`config.mk`:
```
export PLATFORM = sky130hd
export DESIGN_NAME = pu_spi_slave_receiver
export DESIGN_NICKNAME = d
export VERILOG_FILES = /design/src/rtl/pu_spi_pkg.sv /design/src/rtl/pu_spi_sync.sv /design/src/rtl/pu_spi_slave_receiver.sv
export SDC_FILE = /design/constraint.sdc
export NUM_CORES = 1
export LEC_CHECK = 0
export ABC_CLOCK_PERIOD_IN_PS = 2000
export CAP_MARGIN = 10
export CORE_MARGIN = 5
export CORE_UTILIZATION = 55
export DETAILED_ROUTE_END_ITERATION = 10
export PLACE_DENSITY = 0.8
export SYNTH_ARGS = -nofsm -noshare
export SYNTH_HDL_FRONTEND = slang
export SYNTH_SLANG_ARGS = --single-unit
```
`constraint.sdc`:
```
create_clock -name clk -period 2 [get_ports clk]
set_input_delay 0.3 -clock clk [delete_from_list [all_inputs] [get_ports clk]]
set_output_delay 0.3 -clock clk [all_outputs]
set_load 0.01 [all_outputs]
```
`src/rtl/pu_spi_pkg.sv`:
```
// Shared definitions for the SPI slave receiver.
//   state_t     : receiver FSM state (IDLE, RECV)
//   SYNC_STAGES : depth of the input synchronizers for the raw SPI pins
package pu_spi_pkg;

  localparam int unsigned SYNC_STAGES = 2;

  typedef logic [0:0] state_t;

  localparam state_t IDLE = 1'b0;
  localparam state_t RECV = 1'b1;

endpackage

```
`src/rtl/pu_spi_sync.sv`:
```
// Multi-stage flop synchronizer for one asynchronous input bit.
//   clk, rst_n : system clock, async active-low reset
//   d_i        : raw asynchronous input
//   q_o        : synchronized output (STAGES clk cycles of latency)
// RST_VAL sets the level the chain resets to, so idle pins look idle.
module pu_spi_sync #(
  parameter int unsigned STAGES  = 2,
  parameter logic        RST_VAL = 1'b0
) (
  input  logic clk,
  input  logic rst_n,
  input  logic d_i,
  output logic q_o
);

  logic [STAGES-1:0] sync_q;

  always_ff @(posedge clk or negedge rst_n) begin
    if (!rst_n) begin
      sync_q <= {STAGES{RST_VAL}};
    end else begin
      sync_q <= {sync_q[STAGES-2:0], d_i};
    end
  end

  assign q_o = sync_q[STAGES-1];

endmodule

```
`src/rtl/pu_spi_slave_receiver.sv`:
```
// SPI mode-0 slave receiver: samples MOSI on SCLK rising edges (oversampled
// by clk) and presents each completed word on data_out with a ready pulse.
//   clk, rst             : system clock, async active-low reset
//   spi_sclk/cs_n/mosi   : raw asynchronous SPI pins
//   data_out             : last complete word (held between ready pulses)
//   ready                : one-cycle pulse, data_out is new
//   busy                 : frame active (RECV)
//   frame_error          : one-cycle pulse, CS rose mid-word
// Build option: define SPI_RX_LSB_FIRST_EN to receive LSB first
// (default MSB first).
module pu_spi_slave_receiver
  import pu_spi_pkg::*;
#(
  parameter int unsigned DATA_WIDTH = 8
) (
  input  logic                  clk,
  input  logic                  rst,
  input  logic                  spi_sclk,
  input  logic                  spi_cs_n,
  input  logic                  spi_mosi,
  output logic [DATA_WIDTH-1:0] data_out,
  output logic                  ready,
  output logic                  busy,
  output logic                  frame_error
);

  localparam int unsigned CNT_W = (DATA_WIDTH > 2) ? $clog2(DATA_WIDTH) : 1;
  localparam logic [CNT_W-1:0] LAST_BIT = CNT_W'(DATA_WIDTH - 1);

  logic sclk_s, cs_n_s, mosi_s;

  // Bring the raw pins into the clk domain, resetting to idle bus levels
  pu_spi_sync #(.STAGES(SYNC_STAGES), .RST_VAL(1'b0)) u_sync_sclk (
    .clk(clk), .rst_n(rst), .d_i(spi_sclk), .q_o(sclk_s)
  );
  pu_spi_sync #(.STAGES(SYNC_STAGES), .RST_VAL(1'b1)) u_sync_cs_n (
    .clk(clk), .rst_n(rst), .d_i(spi_cs_n), .q_o(cs_n_s)
  );
  pu_spi_sync #(.STAGES(SYNC_STAGES), .RST_VAL(1'b0)) u_sync_mosi (
    .clk(clk), .rst_n(rst), .d_i(spi_mosi), .q_o(mosi_s)
  );

  state_t                  state_q, state_d;
  logic [CNT_W-1:0]        cnt_q, cnt_d;
  logic [DATA_WIDTH-1:0]   shift_q, shift_d;
  logic [DATA_WIDTH-1:0]   data_q, data_d;
  logic                    sclk_prev_q;
  logic                    ready_q, ready_d;
  logic                    ferr_q, ferr_d;
  logic                    busy_q, busy_d;
  logic                    sclk_rise_c;
  logic [DATA_WIDTH-1:0]   word_c;

  assign sclk_rise_c = sclk_s & ~sclk_prev_q;

  // Shift register contents after accepting the current MOSI bit
`ifdef SPI_RX_LSB_FIRST_EN
  assign word_c = {mosi_s, shift_q[DATA_WIDTH-1:1]};
`else
  assign word_c = {shift_q[DATA_WIDTH-2:0], mosi_s};
`endif

  // State and datapath registers
  always_ff @(posedge clk or negedge rst) begin
    if (!rst) begin
      state_q     <= IDLE;
      cnt_q       <= '0;
      shift_q     <= '0;
      data_q      <= '0;
      sclk_prev_q <= 1'b0;
      ready_q     <= 1'b0;
      ferr_q      <= 1'b0;
      busy_q      <= 1'b0;
    end else begin
      state_q     <= state_d;
      cnt_q       <= cnt_d;
      shift_q     <= shift_d;
      data_q      <= data_d;
      sclk_prev_q <= sclk_s;
      ready_q     <= ready_d;
      ferr_q      <= ferr_d;
      busy_q      <= busy_d;
    end
  end

  // Next-state and output decode; CS rise wins over a coincident SCLK edge
  always_comb begin
    state_d = state_q;
    cnt_d   = cnt_q;
    shift_d = shift_q;
    data_d  = data_q;
    ready_d = 1'b0;
    ferr_d  = 1'b0;
    case (state_q)
      IDLE: begin
        if (!cs_n_s) begin
          state_d = RECV;
          cnt_d   = '0;
        end
      end
      RECV: begin
        if (cs_n_s) begin
          state_d = IDLE;
          ferr_d  = (cnt_q != '0);
          cnt_d   = '0;
          shift_d = '0;
        end else if (sclk_rise_c) begin
          shift_d = word_c;
          if (cnt_q == LAST_BIT) begin
            cnt_d   = '0;
            data_d  = word_c;
            ready_d = 1'b1;
          end else begin
            cnt_d = cnt_q + CNT_W'(1);
          end
        end
      end
    endcase
    busy_d = (state_d == RECV);
  end

  assign data_out    = data_q;
  assign ready       = ready_q;
  assign busy        = busy_q;
  assign frame_error = ferr_q;

endmodule

```
==> Word level (Yosys, flattened, before mapping) <==
Cells that the tools add are included.
{ "totals": {"wordCells": 37, "in_bits": 5, "out_inout_bits": 11, "register_bits": 28} }
{ "op_classes": {"mux": 14, "n_bitwise": 4, "addsub": 1, "eq_ne": 3, "reduce_logical": 5} }
{ "op_table": {"columns": ["operator", "n"], "rows": [
  ["7-bit two-way mux", 2],
  ["3-bit two-way mux", 4],
  ["1-bit two-way mux", 7],
  ["3-bit case mux with 2 select lines", 1],
  ["2-bit AND reduction", 2],
  ["4-bit AND reduction", 1],
  ["3-bit by 1-bit adder with 3-bit output, second input constant", 1],
  ["3-bit equality test, second input constant", 1],
  ["3-bit by 1-bit != test with 1-bit output, second input constant", 1],
  ["1-bit inverter", 3],
  ["3-bit nonzero test", 1],
  ["2-bit != test, second input constant", 1],
  ["2-bit nonzero test", 1],
  ["1-bit bitwise AND", 1]
]} }

==> Longest topological paths before layout <==
{ "logic_depth": {"word_depth": 5, "ltp_mapped": 5, "ltp_nobuf": 4} }

==> Cells and area by module <==
Synthesis repeated with hierarchy kept, for this count alone.
{ "hier_totals": {"cells_unflattened": 88, "hier_area_um2": 1153.6} }
{ "modules_own_cells": {"columns": ["module", "seq_area_each_um2", "cells_per_inst", "area_per_inst_um2", "n_inst"], "rows": [
  ["pu_spi_slave_receiver", 550.5, 82, 1001.0, 1],
  ["pu_spi_sync (u_sync_mosi ...)", 50.0, 2, 50.0, 2],
  ["pu_spi_sync (u_sync_cs_n)", 52.6, 2, 52.6, 1]
]} }

==> Least setup slack after synthesis <==
Ideal clock, no wire load.
{ "synth_path": {"path_kind": "reg2reg", "from": "register cnt_q[0]", "to": "register data_q[0] (netlist: data_out[0])", "synth_period_minus_slack_ns": 1.355, "t_arrival_ns": 1.231, "path_buffers": 0, "path_stages_with_launch": 5, "slack_ns": 0.645, "required_time_ns": 1.875, "setup_ns": 0.125, "cell_sequence": "dfrtp_1 > ha_1 > ha_1 > nand2_4 > mux2_2"} }
{ "synth_between": {"elab_chain_len": 2} }
{ "synth_rtl": {"columns": ["element", "line_no", "source"], "rows": [
  ["start, declared", "pu_spi_slave_receiver.sv:44", "logic [CNT_W-1:0] cnt_q, cnt_d;"],
  ["start signal, assigned", "pu_spi_slave_receiver.sv:76", "cnt_q <= cnt_d;"],
  ["3-bit equality test", "pu_spi_slave_receiver.sv:109", "if (cnt_q == LAST_BIT) begin"],
  ["4-bit AND reduction (no source line)", null, null],
  ["end signal, assigned", "pu_spi_slave_receiver.sv:78", "data_q <= data_d;"],
  ["end, declared", "pu_spi_slave_receiver.sv:46", "logic [DATA_WIDTH-1:0] data_q, data_d;"]
]} }
Every way passes these cells.
A chain may end at the register's enable or synchronous reset.

==> Worst setup path after layout <==
{ "layout_path": {"from": "register busy_q (netlist: busy)", "to": "output port busy"} }
{ "layout_rtl": {"columns": ["element", "line_no", "source"], "rows": [
  ["start, declared", "pu_spi_slave_receiver.sv:50", "logic busy_q, busy_d;"],
  ["start signal, assigned", "pu_spi_slave_receiver.sv:82", "busy_q <= busy_d;"],
  ["end, declared", "pu_spi_slave_receiver.sv:23", "output logic busy,"]
]} }
No word-level cell between the ends.

==> summary.txt <==
Vias in the first global route: 682
Compound-cell area share of the yosys netlist: 11.5%
Endpoints failing setup: 0
# hold bufs at CTS: 0
Syn Inst Count: 86
Share of layout cells above drive strength 1: 16.7%
Period Utilization, post-route: 91.4%
Seq pwr share: 65.2%
Switching Share: 22.0%
Total power: 0.000926 W
Post-layout min period: 1.83 ns
DP HPWL: 1300 µm
Sequential area share after synthesis: 63.1%
Crit path kind: register to primary output
Worst Max-Slew Pin Slew: 0.386 ns
Arr. time, crit path: 1.53 ns
Root buf cell: clkbuf_4
Multiplexer share of the synthesized area: 9.89%
Wirelength per Cell: 14.2 µm
Worst slew margin: 74.3%
Remaining global-route overflow: 0
Pin count of the biggest net entering global routing: 29
Nature of the critical path endpoint: primary output
Status: complete, no violations
Startpoint Class: register
IO Count: 16
Mapped Nets: 94
FMAX: 0.547 GHz
Post-Synth XOR/XNOR Area: 0%
Worst VDD drop: 0.000658 V
CTS Buf Count: 3
Max stage delay on crit path: 0.61 ns
P_sw: 0.000204 W
H-tree levels: 1
Largest family of logic cells by synthesized area: compound AO/OA/AOI/OAI gates
Initial antenna violation count: 0
CP max FO: 13
CTS tree: built
Total routing usage reported by global routing: 14.8%
Routed WL: 1840 µm
Count of cell types in the netlist: 21
Die area: 3020 µm²
Combinational share of power: 5.9%
Register bit total from synthesis: 28
Initial Util: 57.3%
Area grow syn2layout: 18.7%
Worst hold path type: input pin to async pin
Worst-Skew Late Latency: 0.33 ns
Setup repair bufs after CTS: 0
Syn Area/Cell: 12.9 µm²
Die width: 55.0 µm
Worst-path cell chain: clkdlybuf4s50_1
Global-route wire length before repair: 3160 µm
Yosys warning total: 0
Routability Congestion: 0.744
Clock-pin slew on the worst setup and hold paths: 0.14 ns
Final-stage net count: 111
Hold Fails Final Rpt: 0
Pins over their slew limit: 0
Remaining routing DRC violations: 0
Slowest CP cell: clkdlybuf4s50_1
Buf+Inv Stages, Crit Path: 1
Clock sink count: 28
Drt initial violations: 14
Via/cell ratio: 5.35
Area of the core: 1940 µm²
Top Family by Delay on Critical Path: buffers and inverters
PortBufs: 15
Synth Area in Simple Gates: 6.63%
Max Cap Violations: 0
Row cnt: 16
Synth Area in Adders: 3.37%
Worst path required time: 1.70 ns
Synth Cell Area: 1110 µm²
Internal power: 0.000723 W
Die height: 55.0 µm
Setup TNS: 0 ns
Antenna Violating Nets Remaining: 0
Antenna cell count: 0
Number of detailed-route iterations in the first pass: 5
Post-cts sizing count: 0
Fill cells: 158
Power per standard cell area: 701 nW/µm²
Leakage: 0.630 nW
Clock Skews: 0.00949 ns
Via Count: 690
Buffers from clock root to sink, at most: 2
Clock share of power: 28.9%
RSZ-0062 raised after global routing: false
## cell families after synthesis
logic type,Yosys count
buffers and inverters,15
flip-flops,28
adder cells (fa/ha/maj),3
multiplexers,10
AND/OR/NAND/NOR,11
AO/OA/AOI/OAI,19
## state kept, by name, summed over array words and instances, names as in the netlist, 2 cells and up
| signal | count |
|---|---|
| data_out | 8 |
| shift_q | 7 |
| u_sync_cs_n.sync_q | 2 |
| u_sync_sclk.sync_q | 2 |
| u_sync_mosi.sync_q | 2 |
| cnt_q | 3 |
## per-stage QoR
stage               util (%)  hold WS, ns  cells  instance area (µm²)  worst slack, ns
floorplan                  -      0.00441     86                 1110            0.645
global placement        66.2        0.332    125                 1280            0.503
detailed placement      66.2        0.337    125                 1280            0.468
CTS                     68.0        0.338    129                 1320            0.158
global route            68.0        0.348    129                 1320            0.111
finish                  68.0        0.330    129                 1320            0.172
## layout by cell type (no fill, tap or decap), types with 2 or more instances in the layout
master | Yosys | routed
nand2_1 | 3 | 3
clkbuf_4 | 0 | 3
clkdlybuf4s50_1 | 0 | 15
o21ai_0 | 3 | 3
mux2_2 | 8 | 8
dfrtp_1 | 26 | 26
dfstp_2 | 2 | 2
a22o_1 | 2 | 2
nand2b_1 | 2 | 2
ha_1 | 3 | 3
inv_1 | 11 | 11
mux2i_1 | 2 | 2
o22ai_1 | 6 | 6
a22oi_1 | 6 | 6
## layout make-up
| type | count | area (µm²) | share of cell area [%] |
|---|---|---|---|
| Clock buffer | 4 | 36.3 | 2.75 |
| Multi-Input combinational cell | 43 | 349 | 26.4 |
| Inverter | 11 | 41.3 | 3.12 |
| Tap cell | 27 | 33.8 | 2.56 |
| Sequential cell | 28 | 703 | 53.2 |
| Timing Repair Buffer | 16 | 158 | 11.9 |
## power by group through the flow
stage	registers (W)	logic [W]	clock network [W]
finish	0.000604	0.0000551	0.000268
floorplan	0.000606	0.0000333	0
detailed placement	0.000614	0.0000556	0
global placement	0.000613	0.0000539	0
global route	0.000606	0.0000623	0.000302
CTS	0.000604	0.0000561	0.000278
## path summary, 6_finish.rpt
path | start | endpoint | slack (ns) | depth (start not counted)
hold / removal | rst | cnt_q[2]$_DFFE_PN0P_ | 0.33 | 2
setup reg to reg | u_sync_cs_n.sync_q[1]$_DFF_PN1_ | data_out[5]$_DFFE_PN0P_ | 0.44 | 3
max in group asynchronous | rst | u_sync_cs_n.sync_q[1]$_DFF_PN1_ | 1.37 | 2
hold reg to reg | u_sync_cs_n.sync_q[0]$_DFF_PN1_ | u_sync_cs_n.sync_q[1]$_DFF_PN1_ | 0.37 | 0
setup / recovery | busy$_DFF_PN0_ | busy | 0.17 | 1
min in group clk | spi_cs_n | u_sync_cs_n.sync_q[0]$_DFF_PN1_ | 0.36 | 1
## synthesized netlist by cell type, drive strengths merged
master	number	share of area (%)
dfrtp	26	58
inv	11	3.7
mux2	8	8.1
a22oi	6	4.0
o22ai	6	3.4
buf	4	1.8
nand2	4	2.0
ha	3	3.4
o21ai	3	1.3
a22o	2	1.6
dfstp	2	4.7
mux2i	2	1.8
nand2b	2	1.1
a21oi	1	0.45
and2b	1	0.67
and3b	1	0.79
and4bb	1	1.1
nor2	1	0.34
nor2b	1	0.56
o21bai	1	0.67
## per-layer routing
metal	vias to the layer above	GRT usage (%)	share of wire, %
met1	337	18.4	44
met5	-	0	0
met4	0	6.48	0.92
li1	329	-	-
met3	2	4.02	5.8
met2	22	24.2	50
(Power assumes the default switching activity.)
